--- src/rtl/led_seq_pkg.sv ---
// Shared types and constants for the LED fade sequencer and its PWM datapath.
package led_seq_pkg;

  localparam int LVL_W = 3;
  localparam int VAL_W = 4;
  localparam int LVL_MAX = 4;

  localparam logic [LVL_W-1:0] LVL_TOP  = 3'd4;
  localparam logic [LVL_W-1:0] LVL_ZERO = 3'd0;
  localparam logic [LVL_W-1:0] LVL_ONE  = 3'd1;
  localparam logic [VAL_W-1:0] VAL_TOP  = 4'hF;
  localparam logic [VAL_W-1:0] VAL_ZERO = 4'h0;
  localparam logic [VAL_W-1:0] VAL_ONE  = 4'h1;

  typedef enum logic [1:0] {
    MANUAL  = 2'd0,
    AUTO_UP = 2'd1,
    AUTO_DN = 2'd2
  } seq_state_e;

  // Binary to reflected Gray code.
  function automatic logic [VAL_W-1:0] gray_of(input logic [VAL_W-1:0] v);
    return v ^ (v >> 1'b1);
  endfunction

endpackage

--- src/rtl/led_pwm_gen.sv ---
// PWM frame counter, frame-aligned duty/pattern latch and registered LED gate.
module led_pwm_gen
  import led_seq_pkg::*;
#(
  parameter int PWM_PERIOD = 1_000_000,
  parameter int MIN_DUTY   = 50_000
) (
  input  logic             clk,
  input  logic             reset,
  input  logic [LVL_W-1:0] level_i,
  input  logic [VAL_W-1:0] value_i,
  output logic [VAL_W-1:0] usr_led_o,
  output logic             frame_end_o
);

  localparam int CW = $clog2(PWM_PERIOD + 1);
  // Product is formed LVL_W bits wider than the counter so level*PERIOD can never wrap.
  localparam int PW = CW + LVL_W;
  localparam logic [CW-1:0] CNT_LAST = CW'(PWM_PERIOD - 1);
  localparam logic [CW-1:0] DUTY_MIN = CW'(MIN_DUTY);
  localparam logic [CW-1:0] CNT_ZERO = CW'(1'b0);
  localparam logic [CW-1:0] CNT_ONE  = CW'(1'b1);

  logic [CW-1:0]    cnt_q, cnt_d;
  logic [CW-1:0]    duty_q, duty_next_s;
  logic [VAL_W-1:0] gray_q;
  logic [VAL_W-1:0] led_q;
  logic             frame_end_q;

  // Next counter value: free-running, wrapping at the end of each frame.
  always_comb begin
    cnt_d = cnt_q;
    if (cnt_q == CNT_LAST) begin
      cnt_d = CNT_ZERO;
    end else begin
      cnt_d = cnt_q + CNT_ONE;
    end
  end

  // Duty for the next frame: a dim floor at level 0, quarter steps above it.
  always_comb begin
    duty_next_s = DUTY_MIN;
    if (level_i == LVL_ZERO) begin
      duty_next_s = DUTY_MIN;
    end else begin
      duty_next_s = CW'((PW'(level_i) * PW'(PWM_PERIOD)) / PW'(3'd4));
    end
  end

  // Counter, frame marker, frame-boundary latches and the gated LED register.
  always_ff @(posedge clk) begin
    if (reset) begin
      cnt_q       <= CNT_ZERO;
      frame_end_q <= 1'b0;
      duty_q      <= DUTY_MIN;
      gray_q      <= VAL_ZERO;
      led_q       <= VAL_ZERO;
    end else begin
      cnt_q       <= cnt_d;
      frame_end_q <= (cnt_d == CNT_LAST);
      if (frame_end_q) begin
        duty_q <= duty_next_s;
        gray_q <= gray_of(value_i);
      end
      led_q <= (cnt_q < duty_q) ? gray_q : VAL_ZERO;
    end
  end

  assign usr_led_o   = led_q;
  assign frame_end_o = frame_end_q;

endmodule

--- src/rtl/led_fade_sequencer.sv ---
// Button-driven display/brightness controller with manual and automatic fade modes.
module led_fade_sequencer
  import led_seq_pkg::*;
#(
  parameter int PWM_PERIOD   = 1_000_000,
  parameter int MIN_DUTY     = 50_000,
  parameter int FADE_PERIODS = 25
) (
  input  logic             clk,
  input  logic             reset,
  input  logic             val_dn,
  input  logic             val_up,
  input  logic             lvl_up,
  input  logic             lvl_dn,
  input  logic             mode_tgl,
  output logic [VAL_W-1:0] usr_led,
  output logic [VAL_W-1:0] value,
  output logic [LVL_W-1:0] level,
  output logic             auto_mode,
  output logic             frame_end
);

  localparam int FW = (FADE_PERIODS > 1) ? $clog2(FADE_PERIODS) : 1;
  localparam logic [FW-1:0] FADE_LAST = FW'(FADE_PERIODS - 1);
  localparam logic [FW-1:0] FADE_ZERO = FW'(1'b0);
  localparam logic [FW-1:0] FADE_ONE  = FW'(1'b1);

  seq_state_e       state_q, state_d;
  logic [VAL_W-1:0] value_q, value_d;
  logic [LVL_W-1:0] level_q, level_d;
  logic [FW-1:0]    fade_q, fade_d;
  logic             frame_end_s;

  led_pwm_gen #(
    .PWM_PERIOD(PWM_PERIOD),
    .MIN_DUTY  (MIN_DUTY)
  ) u_pwm (
    .clk        (clk),
    .reset      (reset),
    .level_i    (level_q),
    .value_i    (value_q),
    .usr_led_o  (usr_led),
    .frame_end_o(frame_end_s)
  );

  // Sequencer next state: manual edits, mode toggles and frame-paced fade steps.
  always_comb begin
    state_d = state_q;
    value_d = value_q;
    level_d = level_q;
    fade_d  = fade_q;
    case (state_q)
      MANUAL: begin
        if (mode_tgl) begin
          state_d = (level_q == LVL_TOP) ? AUTO_DN : AUTO_UP;
          fade_d  = FADE_ZERO;
        end else begin
          if (val_up && !val_dn && (value_q != VAL_TOP)) begin
            value_d = value_q + VAL_ONE;
          end else if (val_dn && !val_up && (value_q != VAL_ZERO)) begin
            value_d = value_q - VAL_ONE;
          end else begin
            value_d = value_q;
          end
          if (lvl_up && !lvl_dn && (level_q != LVL_TOP)) begin
            level_d = level_q + LVL_ONE;
          end else if (lvl_dn && !lvl_up && (level_q != LVL_ZERO)) begin
            level_d = level_q - LVL_ONE;
          end else begin
            level_d = level_q;
          end
        end
      end
      AUTO_UP, AUTO_DN: begin
        if (mode_tgl) begin
          // Toggle beats any fade step landing on the same cycle.
          state_d = MANUAL;
          fade_d  = FADE_ZERO;
        end else if (frame_end_s) begin
          if (fade_q == FADE_LAST) begin
            fade_d = FADE_ZERO;
            if (state_q == AUTO_UP) begin
              level_d = level_q + LVL_ONE;
              state_d = ((level_q + LVL_ONE) == LVL_TOP) ? AUTO_DN : AUTO_UP;
            end else begin
              level_d = level_q - LVL_ONE;
              if (level_q == LVL_ONE) begin
                state_d = AUTO_UP;
                value_d = value_q + VAL_ONE;
              end else begin
                state_d = AUTO_DN;
              end
            end
          end else begin
            fade_d = fade_q + FADE_ONE;
          end
        end else begin
          fade_d = fade_q;
        end
      end
      default: begin
        state_d = MANUAL;
        fade_d  = FADE_ZERO;
      end
    endcase
  end

  // Sequencer state, display value, brightness level and fade frame counter.
  always_ff @(posedge clk) begin
    if (reset) begin
      state_q <= MANUAL;
      value_q <= VAL_ZERO;
      level_q <= LVL_ZERO;
      fade_q  <= FADE_ZERO;
    end else begin
      state_q <= state_d;
      value_q <= value_d;
      level_q <= level_d;
      fade_q  <= fade_d;
    end
  end

  assign value     = value_q;
  assign level     = level_q;
  assign auto_mode = (state_q != MANUAL);
  assign frame_end = frame_end_s;

endmodule

--- config.mk ---
export PLATFORM = sky130hd
export DESIGN_NAME = led_fade_sequencer
export DESIGN_NICKNAME = d
export VERILOG_FILES = /design/src/rtl/led_seq_pkg.sv /design/src/rtl/led_pwm_gen.sv /design/src/rtl/led_fade_sequencer.sv
export SDC_FILE = /design/constraint.sdc
export NUM_CORES = 1
export LEC_CHECK = 0
export CAP_MARGIN = 20
export CORE_AREA = 3 3 111 113
export DETAILED_ROUTE_END_ITERATION = 10
export DIE_AREA = 0 0 114 116
export HOLD_SLACK_MARGIN = 0.1
export PLACE_DENSITY = 0.49
export REMOVE_ABC_BUFFERS = 1
export SYNTH_ARGS = -nofsm -noshare
export SYNTH_HDL_FRONTEND = slang
export SYNTH_HIERARCHICAL = 1
export SYNTH_SLANG_ARGS = --single-unit
--- constraint.sdc ---
create_clock -name clk -period 2.9 [get_ports clk]
set_input_delay 0.58 -clock clk [delete_from_list [all_inputs] [get_ports clk]]
set_output_delay 0.58 -clock clk [all_outputs]
set_load 0.02 [all_outputs]
==> flow_summary.toml, run 1 <==
[route]
vias_per_cell = 4.932
wl_per_cell_um = 13.65
drtIter0Drc = 109
drt_pass1_iterations = 4
postRouteAntennaNets = 0
vias = 2742
post-route-drc-count = 0
routed_wl_mm = 7.588

[global_route]
antenna_found_initial = 0
grt_usage_pct = 12.01
overflow = 0
grt_pass1_vias = 2624
grt_pass1_wl_mm = 12.85
grt_max_degree = 20

[synthesis]
ys_ff_latch = 54
ys_warn_count = 6
synth_cells = 392
synth_most_common_cell = "dfxtp_1"
syn_avg_cell_area_um2 = 8.631
ys_types = 62
yosys.area.top_type_share_pct = 31.95
ys_top_cells_by_count = "dfxtp_1, nor2_1, ha_1, inv_1, nand2_1"
synthFlopType = "dfxtp_1"
syn-cell-area_um2 = 3383
ys_async_sr_fraction_pct = 0
synth-seq-area-share_pct = 31.95
synthTopCellsByArea = "dfxtp_1, ha_1, nor2_1, xnor2_1, inv_1"
synth_area_leader_cell = "dfxtp_1"
synth_edf_count = 0

[run_status]
outcome = "complete, no violations"

[floorplanning]
die_h_um = 116
die_area_um2 = 13220
ios = 20
coreArea_um2 = 11420
rows = 39
floorplan.initialDensity_pct = 29.63
die_w_um = 114

[cts]
clk_pin_slew_ns = 0.07
numCtsBuffers = 5
cts_tree = "yes"
clkLatencyLatePin_ns = 0.29
clockBufferDepth = 2
cts_max_level = 2
cts_root_buf = "clkbuf_16"
post_cts_buffers = 0
hold_buffers = 0
cts-resized-gates = 0
cts.sinks = 54

[final_layout]
finalInstanceArea_um2 = 3890
regArea_um2 = 1081
syn2layout_area_growth_pct = 14.98
n_fill_cell = 1235
drive_gt1_share_pct = 6.780
n_antenna_cell = 0
multi_input_area_um2 = 2123
final_net_count = 456
fin_cells = 556

[critical_path]
reg2reg_slack_ns = 0.53
crit_path_start = "level[1]$_SDFFE_PP0P_"
critPathRequiredTime_ns = 3.09
critPathLaunchType = "register"
end_kind = "register"
r2r-start = "level[1]$_SDFFE_PP0P_"
r2r_cells = 7
cp_data_arrival_time_ns = 2.55
cp_max_fo = 9
max_stage_delay_ns = 0.53
crit_slowest_cell = "dfxtp_1"
crit_chain = "fa_1 > ha_1 > nor2b_1 > o21a_1 > or3_1 > a32oi_1 > nor2_1"
crit_end = "u_pwm/duty_q[19]$_SDFFE_PP0P_"
worstSetupPathType = "reg -> reg"
timing.rr.end = "u_pwm/duty_q[19]$_SDFFE_PP0P_"

[timing]
rsz0062_at_grt = "no"
min_period_ns = 2.369
tightestPinTransition_ns = 0.6236
drv_slew = 0
slew_headroom_pct = 57.99
clock_skew_ns = 0.008163
final.setup.tns_ns = 0
hold_viol_final = 0
fin_crit_sh_pct = 81.67
setup_viol = 0
clock.fmax_ghz = 0.4222

[power_and_ir_drop]
power.leakage_nw = 1.534
p_per_area_nw_per_um2 = 659.3
finalPower_mw = 2.565
peakVddDrop_v = 0.0004386

[run]
drv_cap = 0

[placement]
placed_cells = 548
hpwl_mm = 5.698
numPortBuffers = 19
gp_congestion = 0.8213
placed_cell_area_um2 = 3739

[hold_path]
hold_path.class = "reg -> reg"
## sequential cells by signal (all words and copies together) (netlist names)
signal	cells
fade_q	5
level	3
state_q	2
u_pwm/cnt_q	20
u_pwm/duty_q	11
u_pwm/frame_end_o	1
u_pwm/gray_q	4
u_pwm/usr_led_o	4
value	4
## worst min path at each step
stage | from | endpoint | cells after the start
after floorplan | u_pwm/gray_q[3]$_SDFFE_PP0P_ | u_pwm/usr_led_o[3]$_SDFF_PP0_ | 2
after global placement | u_pwm/gray_q[2]$_SDFFE_PP0P_ | u_pwm/usr_led_o[2]$_SDFF_PP0_ | 2
after detailed placement | u_pwm/gray_q[2]$_SDFFE_PP0P_ | u_pwm/usr_led_o[2]$_SDFF_PP0_ | 2
after CTS | u_pwm/gray_q[2]$_SDFFE_PP0P_ | u_pwm/usr_led_o[2]$_SDFF_PP0_ | 2
after global routing | u_pwm/gray_q[2]$_SDFFE_PP0P_ | u_pwm/usr_led_o[2]$_SDFF_PP0_ | 2
final | u_pwm/gray_q[2]$_SDFFE_PP0P_ | u_pwm/usr_led_o[2]$_SDFF_PP0_ | 2
## stage by stage
stage | util (%) | worst slack, ns | hold slack [ns]
finish | 34.07 | 0.5314 | 0.4416
global route | 34.07 | 0.3603 | 0.4675
detailed placement | 32.74 | 0.5252 | 0.4329
global placement | 32.74 | 0.5744 | 0.4320
floorplan | - | 0.5055 | 0.4157
CTS | 34.07 | 0.5059 | 0.4428
## power breakdown
group	leakage, nW	switching, mW	total (mW)	internal, mW
logic	1.02	0.565	1.04	0.477
clock network	0.0729	0.278	0.621	0.343
registers	0.437	0.106	0.902	0.797
## layer usage
metal | global-route usage, % | wire, um
met5 | 0 | 0
met4 | 3.325 | 97
met3 | 2.663 | 283
met2 | 19.63 | 3490
met1 | 16.01 | 3716
## kinds of logic (layout without fill, tap and decap cells)
family,Yosys count,after routing,synth area share (%)
fa+ha+maj,37,37,14.35
simple gates,151,151,24.78
mux,3,3,0.8876
compound gates,72,72,14.72
buf+inv,44,65,5.288
flops,54,54,31.95
xor+xnor,31,31,8.025
## worst max-delay path: cells and delay by family (launching register included)
family                     cells  cell delay (ns)
adders and majority gates      2             0.86
DFF                            1             0.53
and+or+nand+nor                3             0.50
AOI/OAI and AO/OA              2             0.36
## layout by cell type, fill, tap and decap left out, drive strengths merged, types with 11 or more instances in the layout
cell,instances
nand3,11
dfxtp,54
nor2,50
xnor2,20
nand2,22
a21oi,16
inv,32
nand2b,13
xor2,11
ha,34
clkdlybuf4s50,19
## cell type report
type                            instances  share of cell area [%]
Tap cell                              143                   4.600
Clock inverter                          2                  0.3216
Sequential cell                        54                   27.79
Multi-Input combinational cell        294                   54.58
Inverter                               32                   3.088
Timing Repair Buffer                   25                   6.047
Clock buffer                            6                   3.570
(Power assumes the default switching activity.)
==> run 2, diff against run 1 <==
Settings changed: PLACE_DENSITY 0.49 to 0.51.
Clock period 2.9 ns to 2.05 ns, I/O delays scaled along.
==> flow_summary.toml, run 2 (synthesis gave the netlist of run 1 again) <==
[route]
wl_per_cell_um = 13.07
vias = 2854
post-route-drc-count = 0
drt_pass1_iterations = 4
postRouteAntennaNets = 0
vias_per_cell = 4.829
routed_wl_mm = 7.722
drtIter0Drc = 108

[timing]
hold_ws_ns = 0.4391
clock.fmax_ghz = 0.4682
min_period_ns = 2.136
final.setup.tns_ns = -0.08602
hold_viol_final = 0
fin_crit_sh_pct = 104.2
setup_viol = 1
fin_ws_ns = -0.08602
slew_headroom_pct = 59.28
tightestPinTransition_ns = 0.6045
rsz0062_at_grt = "yes"
clock_skew_ns = 0.009134
drv_slew = 0

[final_layout]
final_common_cell = "nor2_1"
final_cell_mix = "nor2_1, dfxtp_1, buf_4, inv_1, ha_1"
multi_input_area_um2 = 2171
top_regs = "u_pwm/cnt_q: 20 flops, u_pwm/duty_q: 11 flops, fade_q: 5 flops"
largest_reg_flops = 20
largest-register = "u_pwm/cnt_q"
drive_gt1_share_pct = 18.08
n_antenna_cell = 0
final_core_util_pct = 36.86
syn2layout_area_growth_pct = 24.41
regArea_um2 = 1095
n_fill_cell = 1197
final_net_count = 491

[floorplanning]
ios = 20
floorplan.initialDensity_pct = 29.63
rows = 39
die_h_um = 116
die_w_um = 114
coreArea_um2 = 11420
die_area_um2 = 13220

[critical_path]
critPathLaunchType = "register"
worstSetupPathType = "reg -> reg"
critPathRequiredTime_ns = 2.23
reg2reg_slack_ns = -0.09
timing.rr.end = "u_pwm/duty_q[19]$_SDFFE_PP0P_"
cp_max_fo = 4
crit_path_start = "level[0]$_SDFFE_PP0P_"
cp_data_arrival_time_ns = 2.32
r2r-start = "level[0]$_SDFFE_PP0P_"
end_kind = "register"
r2r_cells = 7

[cts]
cts_max_level = 2
cts_tree = "yes"
hold_buffers = 0
clockBufferDepth = 2
clkLatencyLatePin_ns = 0.29
cts_root_buf = "clkbuf_16"
numCtsBuffers = 5
clk_pin_slew_ns = 0.07
cts.sinks = 54

[run]
drv_cap = 0

[placement]
gp_congestion = 0.7883
hpwl_mm = 5.979
numPortBuffers = 19
post-place-ws_ns = -0.1002

[global_route]
overflow = 0
grt_max_degree = 21
antenna_found_initial = 0
grt_usage_pct = 12.50
grt_pass1_wl_mm = 13.46
grt_pass1_vias = 2829

[hold_path]
whs_path_depth = 2
hp-start = "u_pwm/gray_q[0]$_SDFFE_PP0P_"
hold_path.class = "reg -> reg"
min_to = "u_pwm/usr_led_o[0]$_SDFF_PP0_"

[power_and_ir_drop]
peakVddDrop_v = 0.0005225
power.leakage_nw = 1.712
p_per_area_nw_per_um2 = 919.2

[run_status]
violations = "setup timing"
outcome = "finished with violations"
[run 2: how the worst max path moves through the flow]
| stage | to | slack [ns] | cells past startpoint |
|---|---|---|---|
| after floorplan | u_pwm/duty_q[19]$_SDFFE_PP0P_ | -0.34 | 7 |
| after global placement | u_pwm/duty_q[19]$_SDFFE_PP0P_ | -0.08 | 7 |
| after detailed placement | u_pwm/duty_q[19]$_SDFFE_PP0P_ | -0.10 | 7 |
| after CTS | u_pwm/duty_q[19]$_SDFFE_PP0P_ | -0.08 | 7 |
| after global routing | u_pwm/duty_q[19]$_SDFFE_PP0P_ | -0.14 | 7 |
| final | u_pwm/duty_q[19]$_SDFFE_PP0P_ | -0.09 | 7 |
[run 2: where the power goes]
group | switching [mW] | internal, mW
combinational | 0.887 | 0.872
clock | 0.375 | 0.485
sequential | 0.110 | 1.14
[run 2: area by class of cell]
class | count | area share (%)
Timing Repair Buffer | 60 | 11.80
Multi-Input combinational cell | 294 | 51.58
Tap cell | 143 | 4.251
Clock inverter | 1 | 0.1189
Clock buffer | 7 | 3.389
Sequential cell | 54 | 26.01
Inverter | 32 | 2.854
[run 2: routing by layer]
metal / track usage, % / share of wire, % / up-vias
met2: 20.49 / 46 / 52
met1: 16.76 / 49 / 1321
li1: - / - / 1473
met5: 0 / 0 / -
met4: 3.563 / 1.3 / 0
met3: 2.454 / 3.7 / 8
[run 2: timing repair]
item	4_1_cts	5_1_grt
resized for setup	4	19
hold endpoints to repair	0	0
setup buffers	0	0
setup endpoints to repair	3	14
pin swaps	2	4
[run 2: critical path: stages (launching register included)]
cell and delay [ns]:
dfxtp_4 0.36, fa_2 0.61, ha_4 0.21, nor2b_1 0.12, o21a_1 0.16, or3_1 0.31, a32oi_1 0.20, nor2_1 0.05
[run 2: per-stage QoR]
stage / instance area, um2 / power (mW) / instances
after floorplan: 3324 / 2.365 / 380
after global placement: 4001 / 2.949 / 583
after detailed placement: 4001 / 2.956 / 583
after CTS: 4151 / 3.851 / 591
after global routing: 4209 / 4.200 / 591
final: 4209 / 3.869 / 591
==> run 3, diff against run 2 <==
Settings changed: CAP_MARGIN 20 to 10.
==> results of run 3 <==
Same layout as run 2: the final DEF is identical, and so are final timing and power.
